File: src/rtl/fpu_addsub_rr_scheduler.sv
`default_nettype none
// ============================================================================
// Module  : fpu_addsub_rr_scheduler
// Brief   : Round-robin issue scheduler sharing one pipelined FPU add/sub unit
//           among NUM_REQ lanes, with per-lane credits and tag-based returns.
// Revision: 1.0 - initial release
// ============================================================================
module fpu_addsub_rr_scheduler #(
  parameter int NUM_REQ   = 4,
  parameter int DATA_W    = 32,
  parameter int TAG_W     = 2,
  parameter int MAX_OUTST = 8,
  parameter int CNT_W     = 4
) (
  input  logic                      i_clk,
  input  logic                      i_rst,
  input  logic [NUM_REQ-1:0]        i_req_valid,
  output logic [NUM_REQ-1:0]        o_req_ready,
  input  logic [NUM_REQ*DATA_W-1:0] i_req_a,
  input  logic [NUM_REQ*DATA_W-1:0] i_req_b,
  input  logic [NUM_REQ-1:0]        i_req_op,
  output logic                      o_fpu_valid,
  input  logic                      i_fpu_ready,
  output logic [DATA_W-1:0]         o_fpu_a,
  output logic [DATA_W-1:0]         o_fpu_b,
  output logic                      o_fpu_op,
  output logic [TAG_W-1:0]          o_fpu_tag,
  input  logic                      i_fpu_res_valid,
  input  logic [DATA_W-1:0]         i_fpu_res_data,
  input  logic [TAG_W-1:0]          i_fpu_res_tag,
  output logic [NUM_REQ-1:0]        o_res_valid,
  output logic [DATA_W-1:0]         o_res_data,
  output logic                      o_busy,
  output logic                      o_err
);

  localparam logic [TAG_W-1:0] c_last_lane = TAG_W'(NUM_REQ - 1);
  localparam logic [CNT_W-1:0] c_max_cred  = CNT_W'(MAX_OUTST);
  localparam logic [CNT_W-1:0] c_one_cred  = CNT_W'(1);

  logic [CNT_W-1:0]   credit_q [NUM_REQ];
  logic [TAG_W-1:0]   rr_ptr_q;
  logic               fpu_valid_q;
  logic [DATA_W-1:0]  fpu_a_q;
  logic [DATA_W-1:0]  fpu_b_q;
  logic               fpu_op_q;
  logic [TAG_W-1:0]   fpu_tag_q;
  logic [NUM_REQ-1:0] res_valid_q;
  logic [DATA_W-1:0]  res_data_q;
  logic               err_q;

  logic [DATA_W-1:0]  w_lane_a [NUM_REQ];
  logic [DATA_W-1:0]  w_lane_b [NUM_REQ];
  logic [NUM_REQ-1:0] w_eligible;
  logic [NUM_REQ-1:0] w_underflow;
  logic [NUM_REQ-1:0] w_cred_nz;
  logic               w_grant_found;
  logic [TAG_W-1:0]   w_grant_idx;
  logic               w_slot_free;
  logic               w_accept;
  logic               w_tag_ok;
  logic               w_err_set;

  assign w_slot_free = !fpu_valid_q || i_fpu_ready;
  assign w_accept    = w_grant_found && w_slot_free && !i_rst;
  assign w_tag_ok    = int'(i_fpu_res_tag) < NUM_REQ;
  assign w_err_set   = i_fpu_res_valid && (!w_tag_ok || (|w_underflow));

  // Scan lanes starting at the round-robin pointer; first eligible wins.
  always_comb begin
    logic [TAG_W-1:0] cand;
    cand          = '0;
    w_grant_found = 1'b0;
    w_grant_idx   = '0;
    for (int i = 0; i < NUM_REQ; i++) begin
      cand = TAG_W'((int'(rr_ptr_q) + i) % NUM_REQ);
      if (!w_grant_found && w_eligible[cand]) begin
        w_grant_found = 1'b1;
        w_grant_idx   = cand;
      end
    end
  end

  assign o_req_ready = w_accept ? (NUM_REQ'(1) << w_grant_idx) : '0;

  generate
    for (genvar k = 0; k < NUM_REQ; k++) begin : g_lane
      logic w_inc;
      logic w_dec;

      assign w_lane_a[k]    = i_req_a[k*DATA_W +: DATA_W];
      assign w_lane_b[k]    = i_req_b[k*DATA_W +: DATA_W];
      assign w_eligible[k]  = i_req_valid[k] && (credit_q[k] < c_max_cred);
      assign w_inc          = w_accept && (w_grant_idx == TAG_W'(k));
      assign w_dec          = i_fpu_res_valid && w_tag_ok && (i_fpu_res_tag == TAG_W'(k));
      // A return with nothing outstanding is a protocol error; the count never wraps.
      assign w_underflow[k] = w_dec && !w_inc && (credit_q[k] == '0);
      assign w_cred_nz[k]   = |credit_q[k];

      always_ff @(posedge i_clk) begin
        if (i_rst) begin
          credit_q[k] <= '0;
        end else if (w_inc && !w_dec) begin
          credit_q[k] <= credit_q[k] + c_one_cred;
        end else if (w_dec && !w_inc && (credit_q[k] != '0)) begin
          credit_q[k] <= credit_q[k] - c_one_cred;
        end
      end
    end
  endgenerate

  always_ff @(posedge i_clk) begin
    if (i_rst) begin
      fpu_valid_q <= 1'b0;
      fpu_a_q     <= '0;
      fpu_b_q     <= '0;
      fpu_op_q    <= 1'b0;
      fpu_tag_q   <= '0;
      rr_ptr_q    <= '0;
    end else if (w_accept) begin
      fpu_valid_q <= 1'b1;
      fpu_a_q     <= w_lane_a[w_grant_idx];
      fpu_b_q     <= w_lane_b[w_grant_idx];
      fpu_op_q    <= i_req_op[w_grant_idx];
      fpu_tag_q   <= w_grant_idx;
      rr_ptr_q    <= (w_grant_idx == c_last_lane) ? '0 : w_grant_idx + TAG_W'(1);
    end else if (w_slot_free) begin
      fpu_valid_q <= 1'b0;
    end
  end

  always_ff @(posedge i_clk) begin
    if (i_rst) begin
      res_valid_q <= '0;
      res_data_q  <= '0;
      err_q       <= 1'b0;
    end else begin
      res_valid_q <= (i_fpu_res_valid && w_tag_ok) ? (NUM_REQ'(1) << i_fpu_res_tag) : '0;
      if (i_fpu_res_valid) begin
        res_data_q <= i_fpu_res_data;
      end
      if (w_err_set) begin
        err_q <= 1'b1;
      end
    end
  end

  assign o_fpu_valid = fpu_valid_q;
  assign o_fpu_a     = fpu_a_q;
  assign o_fpu_b     = fpu_b_q;
  assign o_fpu_op    = fpu_op_q;
  assign o_fpu_tag   = fpu_tag_q;
  assign o_res_valid = res_valid_q;
  assign o_res_data  = res_data_q;
  assign o_busy      = (|w_cred_nz) || fpu_valid_q;
  assign o_err       = err_q;

endmodule
`default_nettype wire

File: config.mk
export PLATFORM = sky130hd
export DESIGN_NAME = fpu_addsub_rr_scheduler
export DESIGN_NICKNAME = d
export VERILOG_FILES = /design/src/rtl/fpu_addsub_rr_scheduler.sv
export SDC_FILE = /design/constraint.sdc
export NUM_CORES = 1
export LEC_CHECK = 0
export ABC_AREA = 0
export BUFFER_PORTS_ARGS = -buffer_cell sky130_fd_sc_hd__buf_2
export CAP_MARGIN = 20
export CORE_AREA = 2 2 161 163
export DETAILED_ROUTE_END_ITERATION = 10
export DIE_AREA = 0 0 163 165
export GPL_TIMING_DRIVEN = 0
export SYNTH_ARGS = -nofsm -noshare
export SYNTH_HDL_FRONTEND = slang
export SYNTH_SLANG_ARGS = --single-unit
File: constraint.sdc
create_clock -name i_clk -period 6.35 [get_ports i_clk]
set_input_delay 0.635 -clock i_clk [delete_from_list [all_inputs] [get_ports i_clk]]
set_output_delay 0.635 -clock i_clk [all_outputs]
set_load 0.02 [all_outputs]
# Word-level counts from Yosys, hierarchy flattened
# Memory sizes are Yosys's and may differ from the RTL's.
# Cells that the tools add are included.
# totals
ff_bits	107
ram_bits	16
in_bits	302
out_inout_bits	110
n_memories	1
# op_classes
n_addsub	12
magnitude_cmp	10
eq_ne	6
n_shift	2
muxes	66
bitwise_logic	10
n_reduce_logical	63
# mem_list
memory	words	word_bits	rd	rd_ports_with_merged_regs	write_ports	line	rtl
credit_q	4	4	4	0	4	41	logic [CNT_W-1:0] credit_q [NUM_REQ];
# op_table
cell	n
$bmux 32 s2	2
$mux 32	4
$mux 1	41
$mux 4	9
$logic_and 1x1->1	34
$add 4x1->4 const B	4
$logic_not 4->1	4
$lt 4x4->1 const B	4
$reduce_bool 4->1	4
$reduce_or 16->1	1
$sub 4x1->4 const B	4
$lt 2x3->1 const B	5
$logic_not 1->1	13
$bmux 1 s2	5
$mux 2	5
$eq 2x2->1 const B	4
$or 1x1->1	8
$shl 1x2->4 const A	2
$add 2x1->2 const B	2
$add 2x2->2 const B	2
$eq 2x1->1 const B	2
$logic_not 2->1	2
$reduce_or 4->1	1
$ge 3x3->1 const B	1
5 further kinds	6

# Logic depth before layout (Yosys ltp)
# Gate-level depths: netlist of the first run.
# An unclocked memory read counts as a cell.
# logic_depth
word_depth	26
mapped_depth	18
mapped_depth_nobuf	16

# Least setup slack after synthesis of the first run
# Ideal clock, no wire load.
# synth_path
kind	input to register
startpoint	input i_req_valid[1]
endpoint	memory credit_q[2][3], data pin
arrival_ps	3126
slack_ps	2963
path_stages	18
path_cell_list	nor2b_2 -> nor2_1 -> a221oi_2 -> buf_2 -> buf_6 -> buf_6 -> inv_1 -> ha_1 -> nor3b_1 -> nand2_1 -> nand3_1 -> inv_1 -> ha_1 -> a21o_1 -> a21oi_1 -> xnor2_1 -> nand4_1 -> o21ai_0
# synth_rtl
item	line	rtl
start, declared	17	input logic [NUM_REQ-1:0] i_req_valid,
end, declared	41	

==> impl_metrics.env, run 1 <==
export IMPL_outcome="finished clean"
export IMPL_synth_area_per_cell_sq_um=9.93
export IMPL_overflow=0
export IMPL_path_max_fanout=11
export IMPL_grt_pass1_vias=6507
export IMPL_fin_ws_ps=2520
export IMPL_synth_seq_cells=123
export IMPL_slew_viol_final=0
export IMPL_cp_arrival_ps=4070
export IMPL_cts_tree="built"
export IMPL_setup_viol=0
export IMPL_yosys_warnings=0
export IMPL_path_class="flip-flop to flip-flop"
export IMPL_synthCells=660
export IMPL_endpoint_kind="flip-flop"
export IMPL_min_from="o_fpu_tag[1]"
export IMPL_firstDrtPassIters=4
export IMPL_die_h_um=165
export IMPL_drc=0
export IMPL_post_route_period_util=0.603
export IMPL_cpPeakStageDelay_ps=470
export IMPL_path_clk_slew_ps=60
export IMPL_row_count=58
export IMPL_die_area_sq_um=26900
export IMPL_htreeDepth=4
export IMPL_synth_top_family_by_area="multiplexers"
export IMPL_area_growth_pct=47.9
export IMPL_synth_distinct_cells=54
export IMPL_r2r_start="credit_q[1][3]"
export IMPL_numCtsBuffers=17
export IMPL_synth_compound_area_frac=0.128
export IMPL_cpMaxStageDelayCell="edfxtp_1"
export IMPL_fmax_ghz=0.261
export IMPL_fp_dieW_um=163
export IMPL_final_layout_size_suffix_gt1_frac=0.432
export IMPL_vdd_drop_max_mv=0.143
export IMPL_netlist_area_sq_um=6550
export IMPL_finClkSkew_ps=8.36
export IMPL_synth_xor_area_frac=0.00267
export IMPL_hold_viol_final=0
export IMPL_relSlewSlack=0.513
export IMPL_cts_buffer_depth=2
export IMPL_fin_hold_ws_ps=444
export IMPL_r2r_cells=18
export IMPL_root_buffer="clkbuf_16"
export IMPL_ys_async_sr_fraction=0
export IMPL_required_ps=6590
export IMPL_initial_core_util=0.262
export IMPL_cts_setup_buffers=0
export IMPL_antenna_found_initial=0
export IMPL_synth_ff_type="dfxtp_1"
export IMPL_rsz0062_at_grt="false"
export IMPL_crit_chain="nor2b_2 > nor2_1 > a221oi_2 > buf_2 > buf_6 > buf_6 > inv_1 > ha_1 > nor3b_1 > nand2_1 > nand3_1 > inv_1 > ha_1 > a21o_1 > a21oi_1 > xnor2_1 > nand4_1 > o21ai_0"
export IMPL_synth_fa_ha_area_frac=0.0279
export IMPL_ios=412
export IMPL_syn_nets=976
export IMPL_pre_cts_slack_ps=2260
export IMPL_grt_max_degree=17
export IMPL_hold_end="o_fpu_tag[1]"
export IMPL_globalplace_congestion=0.801
export IMPL_synth_edff_count=16
export IMPL_cts_resized=0
export IMPL_post_dp_hpwl_mm=19.6
export IMPL_grt_total_usage=0.172
export IMPL_final_setup_tns_ps=0
export IMPL_synth_area_mux_share=0.254
export IMPL_period_needed_ps=3830
export IMPL_power_leakage_nw=4.71
export IMPL_cap_violations=0
export IMPL_hold_path_class="flip-flop to flip-flop"
export IMPL_fill_cells=2565
export IMPL_io_buffers=409
export IMPL_clock_sinks=123
export IMPL_via_count=6690
export IMPL_cp_start_kind="flip-flop"
export IMPL_grt_pass1_wl_mm=35.3
export IMPL_r2r_slack_ps=2520
export IMPL_antenna_cells=0
export IMPL_core_sq_um=25000
export IMPL_drtIter0Drc=265
export IMPL_viasPerCell=4.68
export IMPL_worst_pin_slew_ps=730
export IMPL_synthSimpleGateAreaFrac=0.138
export IMPL_layout_nets=1404
export IMPL_hold_depth=2
export IMPL_antenna_left=0
export IMPL_postCtsHoldBufs=0
export IMPL_clk_latency_ps=410
export IMPL_yosysSeqAreaShare=0.400
export IMPL_wirelength_mm=24.3
export IMPL_power_density_nw_per_um2=317
export IMPL_timing_rr_end="credit_q[2][3]"
export IMPL_fin_util=0.387
export IMPL_wl_per_cell_um=17.0
cells by family after synthesis:
family / count (synthesis)
AO/OA/AOI/OAI: 99
AND/OR/NAND/NOR: 192
multiplexers: 166
buffers and inverters: 64
adder cells (fa/ha/maj): 14
XOR/XNOR: 2
flip-flops: 123
worst max path at each step:
stage	endpoint	slack (ps)	cells after the start	start
after floorplan	credit_q[2][3]	2960	18	i_req_valid[1]
after global placement	credit_q[2][3]	2270	19	i_req_valid[1]
after detailed placement	credit_q[2][3]	2260	19	i_req_valid[1]
after CTS	credit_q[2][3]	2490	18	credit_q[1][3]
after global routing	credit_q[2][3]	2180	18	credit_q[1][3]
final	credit_q[2][3]	2520	18	credit_q[1][3]
Yosys cell counts, types with 5 or more instances:
master | n | area (sq um)
o221ai_1 | 67 | 587
nand3b_1 | 5 | 37.5
nand2b_1 | 15 | 93.8
clkbuf_1 | 17 | 63.8
buf_6 | 8 | 90.1
mux2i_1 | 164 | 1640
nand2_1 | 76 | 285
inv_1 | 16 | 60.1
a31oi_1 | 5 | 31.3
ha_1 | 13 | 163
buf_1 | 5 | 18.8
nor2_1 | 53 | 199
dfxtp_1 | 107 | 2140
nand3_1 | 7 | 35.0
nor3_1 | 5 | 25.0
a21oi_1 | 7 | 35.0
edfxtp_1 | 16 | 480
buf_2 | 17 | 85.1
state kept, by name, summed over array words and instances (netlist names):
register     flops
o_fpu_a         32
o_fpu_b         32
o_res_data      32
credit_q        16
o_res_valid      4
o_fpu_tag        2
rr_ptr_q         2
o_err            1
o_fpu_op         1
o_fpu_valid      1
routing by layer:
| metal | vias to the layer above | part of all wire | GRT usage |
|---|---|---|---|
| li1 | 3318 | - | - |
| met5 | - | 0 | 0 |
| met3 | 18 | 0.058 | 0.0349 |
| met2 | 247 | 0.50 | 0.295 |
| met4 | 0 | 0.014 | 0.0499 |
| met1 | 3107 | 0.43 | 0.217 |
report_power, final:
part	switching, mW	internal [mW]	total [mW]	leakage (nW)
combinational	0.554	0.397	0.951	3.32
clock	0.398	0.730	1.13	0.332
sequential	0.0747	0.923	0.998	1.05
total	1.03	2.05	3.08	4.71
per-stage QoR:
| stage | power, mW | cells | instance area (sq um) |
|---|---|---|---|
| 2_1_floorplan | 1.61 | 660 | 6550 |
| 3_3_place_gp | 1.96 | 1399 | 9010 |
| 3_5_place_dp | 1.97 | 1399 | 9010 |
| 4_1_cts | 3.12 | 1431 | 9690 |
| 5_1_grt | 3.23 | 1431 | 9690 |
| 6_report | 3.08 | 1431 | 9690 |
placed cells by master (no fill, tap or decap), types with 7 or more instances in the layout:
cell type	n
ha_1	13
inv_1	16
o221ai_1	67
mux2i_1	164
clkbuf_1	17
nor2_1	53
dfxtp_1	107
edfxtp_1	16
nand3_1	7
nand2_1	76
buf_6	8
clkbuf_16	18
a21oi_1	7
nand2b_1	15
buf_2	426
critical path: cells and delay by family (launching register included):
family          cells  cell delay, ps
compound gates      4             710
fa+ha+maj           2             480
flops               1             470
buf+inv             5             980
xor+xnor            1             150
simple gates        6             840
final cells by class:
type / count / area, sq um / area share
Clock buffer: 18 / 450 / 0.0465
Sequential cell: 123 / 2620 / 0.271
Inverter: 16 / 60.1 / 0.00620
Multi-Input combinational cell: 473 / 3610 / 0.372
Clock inverter: 14 / 229 / 0.0236
Tap cell: 330 / 413 / 0.0426
Buffer: 48 / 265 / 0.0274
Timing Repair Buffer: 409 / 2050 / 0.211
(Power assumes the default switching activity.)
==> run 2, diff against run 1 <==
--- a/config.mk
+++ b/config.mk
@@ -5,12 +5,12 @@
 export SDC_FILE = /design/constraint.sdc
 export NUM_CORES = 1
 export LEC_CHECK = 0
-export ABC_AREA = 0
+export ABC_AREA = 1
 export BUFFER_PORTS_ARGS = -buffer_cell sky130_fd_sc_hd__buf_2
 export CAP_MARGIN = 20
-export CORE_AREA = 2 2 161 163
+export CORE_AREA = 2 2 159 161
 export DETAILED_ROUTE_END_ITERATION = 10
-export DIE_AREA = 0 0 163 165
+export DIE_AREA = 0 0 161 163
 export GPL_TIMING_DRIVEN = 0
 export SYNTH_ARGS = -nofsm -noshare
 export SYNTH_HDL_FRONTEND = slang
==> constraint.sdc (replaced) <==
create_clock -name i_clk -period 3.65 [get_ports i_clk]
set_input_delay 0.365 -clock i_clk [delete_from_list [all_inputs] [get_ports i_clk]]
set_output_delay 0.365 -clock i_clk [all_outputs]
set_load 0.02 [all_outputs]
==> impl_metrics.env, run 2 <==
export IMPL_drtIter0Drc=525
export IMPL_final_common_cell="buf_2"
export IMPL_grt_pass1_vias=8933
export IMPL_grt_max_degree=17
export IMPL_hold_path_class="input port to flip-flop"
export IMPL_synth_distinct_cells=33
export IMPL_hold_viol_final=0
export IMPL_syn_nets=1500
export IMPL_final_cells=1964
export IMPL_synth_area_per_cell_sq_um=6.44
export IMPL_cp_arrival_ps=3510
export IMPL_clk_latency_ps=420
export IMPL_combinationalPowerShare=0.615
export IMPL_netlist_area_sq_um=7630
export IMPL_grt_pass1_wl_mm=48.7
export IMPL_clock_sinks=123
export IMPL_dp_cells=1924
export IMPL_path_max_fanout=11
export IMPL_drc=0
export IMPL_fmax_ghz=0.300
export IMPL_post_dp_hpwl_mm=26.0
export IMPL_fill_cells=2737
export IMPL_outcome="finished clean"
export IMPL_cts_buffer_depth=2
export IMPL_cap_violations=0
export IMPL_numCtsBuffers=17
export IMPL_ys_async_sr_fraction=0
export IMPL_fin_ws_ps=319
export IMPL_antenna_found_initial=2
export IMPL_setup_viol=0
export IMPL_cpMaxStageDelayCell="ha_1"
export IMPL_final_layout_size_suffix_gt1_frac=0.322
export IMPL_finClkSkew_ps=12.0
export IMPL_wl_per_cell_um=16.8
export IMPL_post_route_period_util=0.912
export IMPL_path_clk_slew_ps=70
export IMPL_path_class="flip-flop to flip-flop"
export IMPL_htreeDepth=4
export IMPL_final_setup_tns_ps=0
export IMPL_firstDrtPassIters=5
export IMPL_antenna_left=0
export IMPL_crit_chain="buf_4 > clkinv_2 > nand2_1 > nand2_2 > nand3_1 > nand2_2 > nor2_1 > nor2_2 > nand2_4 > nand2_4 > buf_6 > buf_6 > ha_1 > nand3_2 > nand2_2 > inv_1 > ha_1 > a21oi_1 > nand2_1 > xor2_1 > o21ai_0 > inv_1"
export IMPL_synthTopCellsByCount="411 x nand3_1, 275 x nand2_1, 107 x dfxtp_1"
export IMPL_cp_start_kind="flip-flop"
export IMPL_synth_edff_count=16
export IMPL_period_needed_ps=3330
export IMPL_layout_nets=1935
export IMPL_fp_dieW_um=161
export IMPL_crit_family="simple AND/OR/NAND/NOR gates"
export IMPL_p_switching_mw=5.01
export IMPL_postCtsHoldBufs=0
export IMPL_yosysSeqAreaShare=0.344
export IMPL_synthTopCellsByArea="dfxtp_1 28%, nand3_1 27%, nand2_1 14%"
export IMPL_root_buffer="clkbuf_16"
export IMPL_rsz0062_at_grt="false"
export IMPL_cts_tree="built"
export IMPL_mostFrequentLayoutCells="448 x buf_2, 410 x nand3_1, 274 x nand2_1"
export IMPL_wirelength_mm=33.1
export IMPL_grt_total_usage=0.240
export IMPL_die_area_sq_um=26200
export IMPL_power_density_nw_per_um2=922
export IMPL_synthCells=1184
export IMPL_crit_path_frequent_cell="nand2_2"
export IMPL_core_sq_um=24700
export IMPL_ios=412
export IMPL_path_buf_inv=6
export IMPL_viasPerCell=4.91
export IMPL_seqPwrFrac=0.206
export IMPL_row_count=58
export IMPL_worst_pin_slew_ps=875
export IMPL_yosys_warnings=0
export IMPL_synth_top_area_share=0.281
export IMPL_power_leakage_nw=5.93
export IMPL_area_growth_pct=41.1
export IMPL_slew_viol_final=0
export IMPL_yosysTopAreaCell="dfxtp_1"
export IMPL_pwr_share_clk=0.178
export IMPL_required_ps=3830
export IMPL_relSlewSlack=0.416
export IMPL_multi_input_area_sq_um=4160
export IMPL_globalplace_congestion=0.894
export IMPL_endpoint_kind="flip-flop"
export IMPL_swShare=0.504
export IMPL_overflow=0
export IMPL_via_count=9634
export IMPL_initial_core_util=0.309
export IMPL_vdd_drop_max_mv=0.343
export IMPL_intPower_mw=4.92
export IMPL_synth_seq_cells=123
export IMPL_synth_ff_type="dfxtp_1"
export IMPL_pre_cts_slack_ps=92.2
export IMPL_cpPeakStageDelay_ps=320
export IMPL_io_buffers=410
export IMPL_seqCellArea_sq_um=2620
export IMPL_die_h_um=163
export IMPL_yosysMostFrequentCell="nand3_1"
==> run 2: changes by cell type after synthesis, moves of 34 or more <==
cell / previous run / this run
nand3_1: 7 / 411
nand2_1: 76 / 275
mux2i_1: 164 / 0
inv_1: 16 / 87
o221ai_1: 67 / 0
o21ai_0: 2 / 44
nor2_1: 53 / 87
==> run 2: power groups by stage <==
stage          Sequential (mW)  Clock, mW  Combinational, mW
6_report                  2.05       1.77               6.10
5_1_grt                   2.10       1.87               6.74
4_1_cts                   2.05       1.80               6.05
3_5_place_dp              2.07          0               6.03
3_3_place_gp              2.06          0               6.00
2_1_floorplan             2.44          0               3.69
==> run 2: kinds of logic after synthesis <==
| group | synth area share |
|---|---|
| XOR/XNOR | 0.0161 |
| adder cells (fa/ha/maj) | 0.0240 |
| flip-flops | 0.344 |
| AND/OR/NAND/NOR | 0.467 |
| buffers and inverters | 0.112 |
| AO/OA/AOI/OAI | 0.0366 |
==> run 2: worst paths after layout <==
check | from | end | slack (ps) | depth (start not counted)
worst max register to register | rr_ptr_q[1] | credit_q[2][3] | 320 | 22
worst min-delay path | i_fpu_res_data[20] | o_res_data[20] | 160 | 3
worst min register to register | o_fpu_b[3] | o_fpu_b[3] | 460 | 2
worst max-delay path | rr_ptr_q[1] | credit_q[2][3] | 320 | 22
==> run 2: worst register-to-register path: stages (launching register included) <==
cell and delay [ps]:
dfxtp_1 300, buf_4 150, clkinv_2 80, nand2_1 70, nand2_2 90, nand3_1 90, nand2_2 140, nor2_1 80
nor2_2 120, nand2_4 90, nand2_4 100, buf_6 180, buf_6 180, ha_1 190, nand3_2 130, nand2_2 130
inv_1 70, ha_1 320, a21oi_1 130, nand2_1 80, xor2_1 160, o21ai_0 180, inv_1 60
==> run 2: what timing repair did <==
action,4_1_cts,5_1_grt
buffers inserted,0,7
hold endpoints to repair,0,0
setup endpoints to repair,0,1
resized for setup,0,3
==> run 2: final cells by class <==
class / instances / share of cell area
Timing Repair Buffer: 417 / 0.196
Multi-Input combinational cell: 877 / 0.386
Sequential cell: 123 / 0.244
Antenna cell: 2 / 0.000465
Buffer: 89 / 0.0459
Clock buffer: 19 / 0.0422
Tap cell: 330 / 0.0384
Clock inverter: 13 / 0.0143
Inverter: 94 / 0.0331
==> run 2: per-stage QoR <==
| stage | utilization | power, mW | hold WS [ps] | instance area (sq um) |
|---|---|---|---|---|
| final | 0.436 | 9.93 | 164 | 10800 |
| after CTS | 0.434 | 9.90 | 145 | 10700 |
| after global routing | 0.436 | 10.7 | 164 | 10800 |
| after detailed placement | 0.409 | 8.11 | 458 | 10100 |
| after global placement | 0.409 | 8.05 | 449 | 10100 |
| after floorplan | - | 6.13 | 500 | 7630 |
==> run 2: metal layers <==
layer,track usage,part of all wire,up-vias
li1,-,-,4788
met1,0.310,0.43,4391
met2,0.401,0.48,400
met3,0.0514,0.069,55
met4,0.0783,0.025,0
met5,0,0,-
==> run 3, diff against run 2 <==
==> constraint.sdc (replaced) <==
create_clock -name i_clk -period 3.9 [get_ports i_clk]
set_input_delay 0.39 -clock i_clk [delete_from_list [all_inputs] [get_ports i_clk]]
set_output_delay 0.39 -clock i_clk [all_outputs]
set_load 0.02 [all_outputs]
==> impl_metrics.env, run 3 (synthesized netlist as in run 2, its figures left out) <==
export IMPL_fmax_ghz=0.285
export IMPL_crit_path_frequent_cell="nand3_1"
export IMPL_p_switching_mw=4.67
export IMPL_die_h_um=163
export IMPL_combinationalPowerShare=0.613
export IMPL_grt_max_degree=17
export IMPL_vdd_drop_max_mv=0.321
export IMPL_total_power_mw=9.25
export IMPL_required_ps=4080
export IMPL_grt_busiest_layer="met2"
export IMPL_wl_per_cell_um=16.8
export IMPL_cpPeakStageDelay_ps=410
export IMPL_gr_usage_met3=0.0514
export IMPL_numCtsBuffers=17
export IMPL_final_common_cell="buf_2"
export IMPL_use_met2=0.401
export IMPL_worst_pin_slew_ps=823
export IMPL_min_from="i_fpu_res_data[10]"
export IMPL_drc=0
export IMPL_path_clk_slew_ps=70
export IMPL_post_dp_hpwl_mm=26.0
export IMPL_layout_nets=1931
export IMPL_setup_viol=0
export IMPL_area_growth_pct=40.6
export IMPL_power_leakage_nw=5.91
export IMPL_timing_rr_end="credit_q[2][3]"
export IMPL_cts_buffer_depth=2
export IMPL_endpoint_kind="flip-flop"
export IMPL_hold_end="o_res_data[10]"
export IMPL_r2r_cells=19
export IMPL_path_buf_inv=5
export IMPL_overflow=0
export IMPL_pwr_share_clk=0.179
export IMPL_fill_cells=2737
export IMPL_power_density_nw_per_um2=862
export IMPL_outcome="finished clean"
export IMPL_drtIter0Drc=561
export IMPL_relSlewSlack=0.451
export IMPL_final_setup_tns_ps=0
export IMPL_initial_core_util=0.309
export IMPL_crit_chain="inv_1 > nand3_1 > nand3_1 > nand2_2 > nand3_1 > nand3_2 > nand2_4 > buf_6 > buf_6 > ha_1 > nand3_1 > nand2_2 > inv_1 > ha_1 > a21oi_1 > nand2_1 > xor2_1 > o21ai_0 > inv_1"
export IMPL_seqPwrFrac=0.208
export IMPL_fin_util=0.435
export IMPL_hold_viol_final=0
export IMPL_placed_cell_area_sq_um=10100
export IMPL_swShare=0.506
export IMPL_io_buffers=410
export IMPL_period_needed_ps=3510
export IMPL_wirelength_mm=33.0
export IMPL_r2r_start="credit_q[0][3]"
export IMPL_clk_latency_ps=420
export IMPL_cp_start_kind="flip-flop"
export IMPL_post_route_period_util=0.900
export IMPL_grt_pass1_wl_mm=48.7
export IMPL_path_class="flip-flop to flip-flop"
export IMPL_postCtsHoldBufs=0
export IMPL_grt_total_usage=0.240
export IMPL_gr_usage_met1=0.310
export IMPL_intPower_mw=4.57
export IMPL_slew_viol_final=0
export IMPL_path_max_fanout=11
export IMPL_final_layout_size_suffix_gt1_frac=0.319
export IMPL_viasPerCell=4.90
export IMPL_cpMaxStageDelayCell="edfxtp_1"
export IMPL_cts_tree="built"
export IMPL_hold_path_class="input port to flip-flop"
export IMPL_row_count=58
export IMPL_globalplace_congestion=0.894
export IMPL_clock_sinks=123
export IMPL_core_sq_um=24700
export IMPL_firstDrtPassIters=5
export IMPL_via_count=9612
export IMPL_htreeDepth=4
export IMPL_ios=412
export IMPL_final_area_sq_um=10700
export IMPL_antenna_found_initial=2
export IMPL_finClkSkew_ps=10.6
export IMPL_r2r_slack_ps=390
export IMPL_startpoint="credit_q[0][3]"
export IMPL_antenna_left=0
export IMPL_crit_family="simple AND/OR/NAND/NOR gates"
export IMPL_rsz0062_at_grt="false"
export IMPL_mostFrequentLayoutCells="449 x buf_2, 411 x nand3_1, 274 x nand2_1"
export IMPL_hold_depth=3
export IMPL_root_buffer="clkbuf_16"
export IMPL_die_area_sq_um=26200
export IMPL_cap_violations=0
export IMPL_cp_arrival_ps=3690
export IMPL_grt_pass1_vias=8933
export IMPL_fp_dieW_um=161
[run 3: cell types whose count changed in the layout (fill, tap and decap cells not counted), sizes merged]
cell  previous run  this run
buf            482       478
[run 3: final cells by class]
cell class,instances,area [sq um],area share
Tap cell,330,413,0.0385
Buffer,90,499,0.0466
Sequential cell,123,2620,0.245
Clock buffer,19,454,0.0424
Multi-Input combinational cell,877,4150,0.387
Timing Repair Buffer,412,2070,0.193
Antenna cell,2,5.00,0.000467
Clock inverter,13,154,0.0144
Inverter,94,357,0.0333
[run 3: worst max-delay path by stage]
stage	to	slack, ps	cells after the start
2_1_floorplan	credit_q[2][3]	920	22
3_3_place_gp	credit_q[2][3]	390	20
3_5_place_dp	credit_q[2][3]	340	19
4_1_cts	credit_q[2][3]	320	19
5_1_grt	credit_q[2][3]	2	19
6_report	credit_q[2][3]	390	19
[run 3: tightest hold or removal path: cells and delay by family]
kind	cells	cell delay (ps)
AND/OR/NAND/NOR	2	110
buffers and inverters	1	70
[run 3: layer usage]
layer	part of all wire	vias to the layer above
met5	0	-
met4	0.024	0
met3	0.067	54
met2	0.48	368
met1	0.43	4407
li1	-	4783
[run 3: what timing repair did]
item | CTS | global route
buffers inserted | 0 | 2
setup endpoints to repair | 0 | 1
gates resized for setup | 0 | 1
[run 3: power groups by stage]
stage | Combinational [mW] | Clock, mW | Sequential [mW]
final | 5.67 | 1.66 | 1.92
after global routing | 6.27 | 1.75 | 1.97
after CTS | 5.66 | 1.69 | 1.92
after detailed placement | 5.65 | 0 | 1.94
after global placement | 5.61 | 0 | 1.93
after floorplan | 3.45 | 0 | 2.29
[run 3: stage by stage]
stage,hold WS [ps],setup WS (ps),std cells
detailed placement,458,342,1924
CTS,170,321,1956
floorplan,525,923,1184
global route,189,2.17,1959
global placement,449,390,1924
finish,190,388,1960
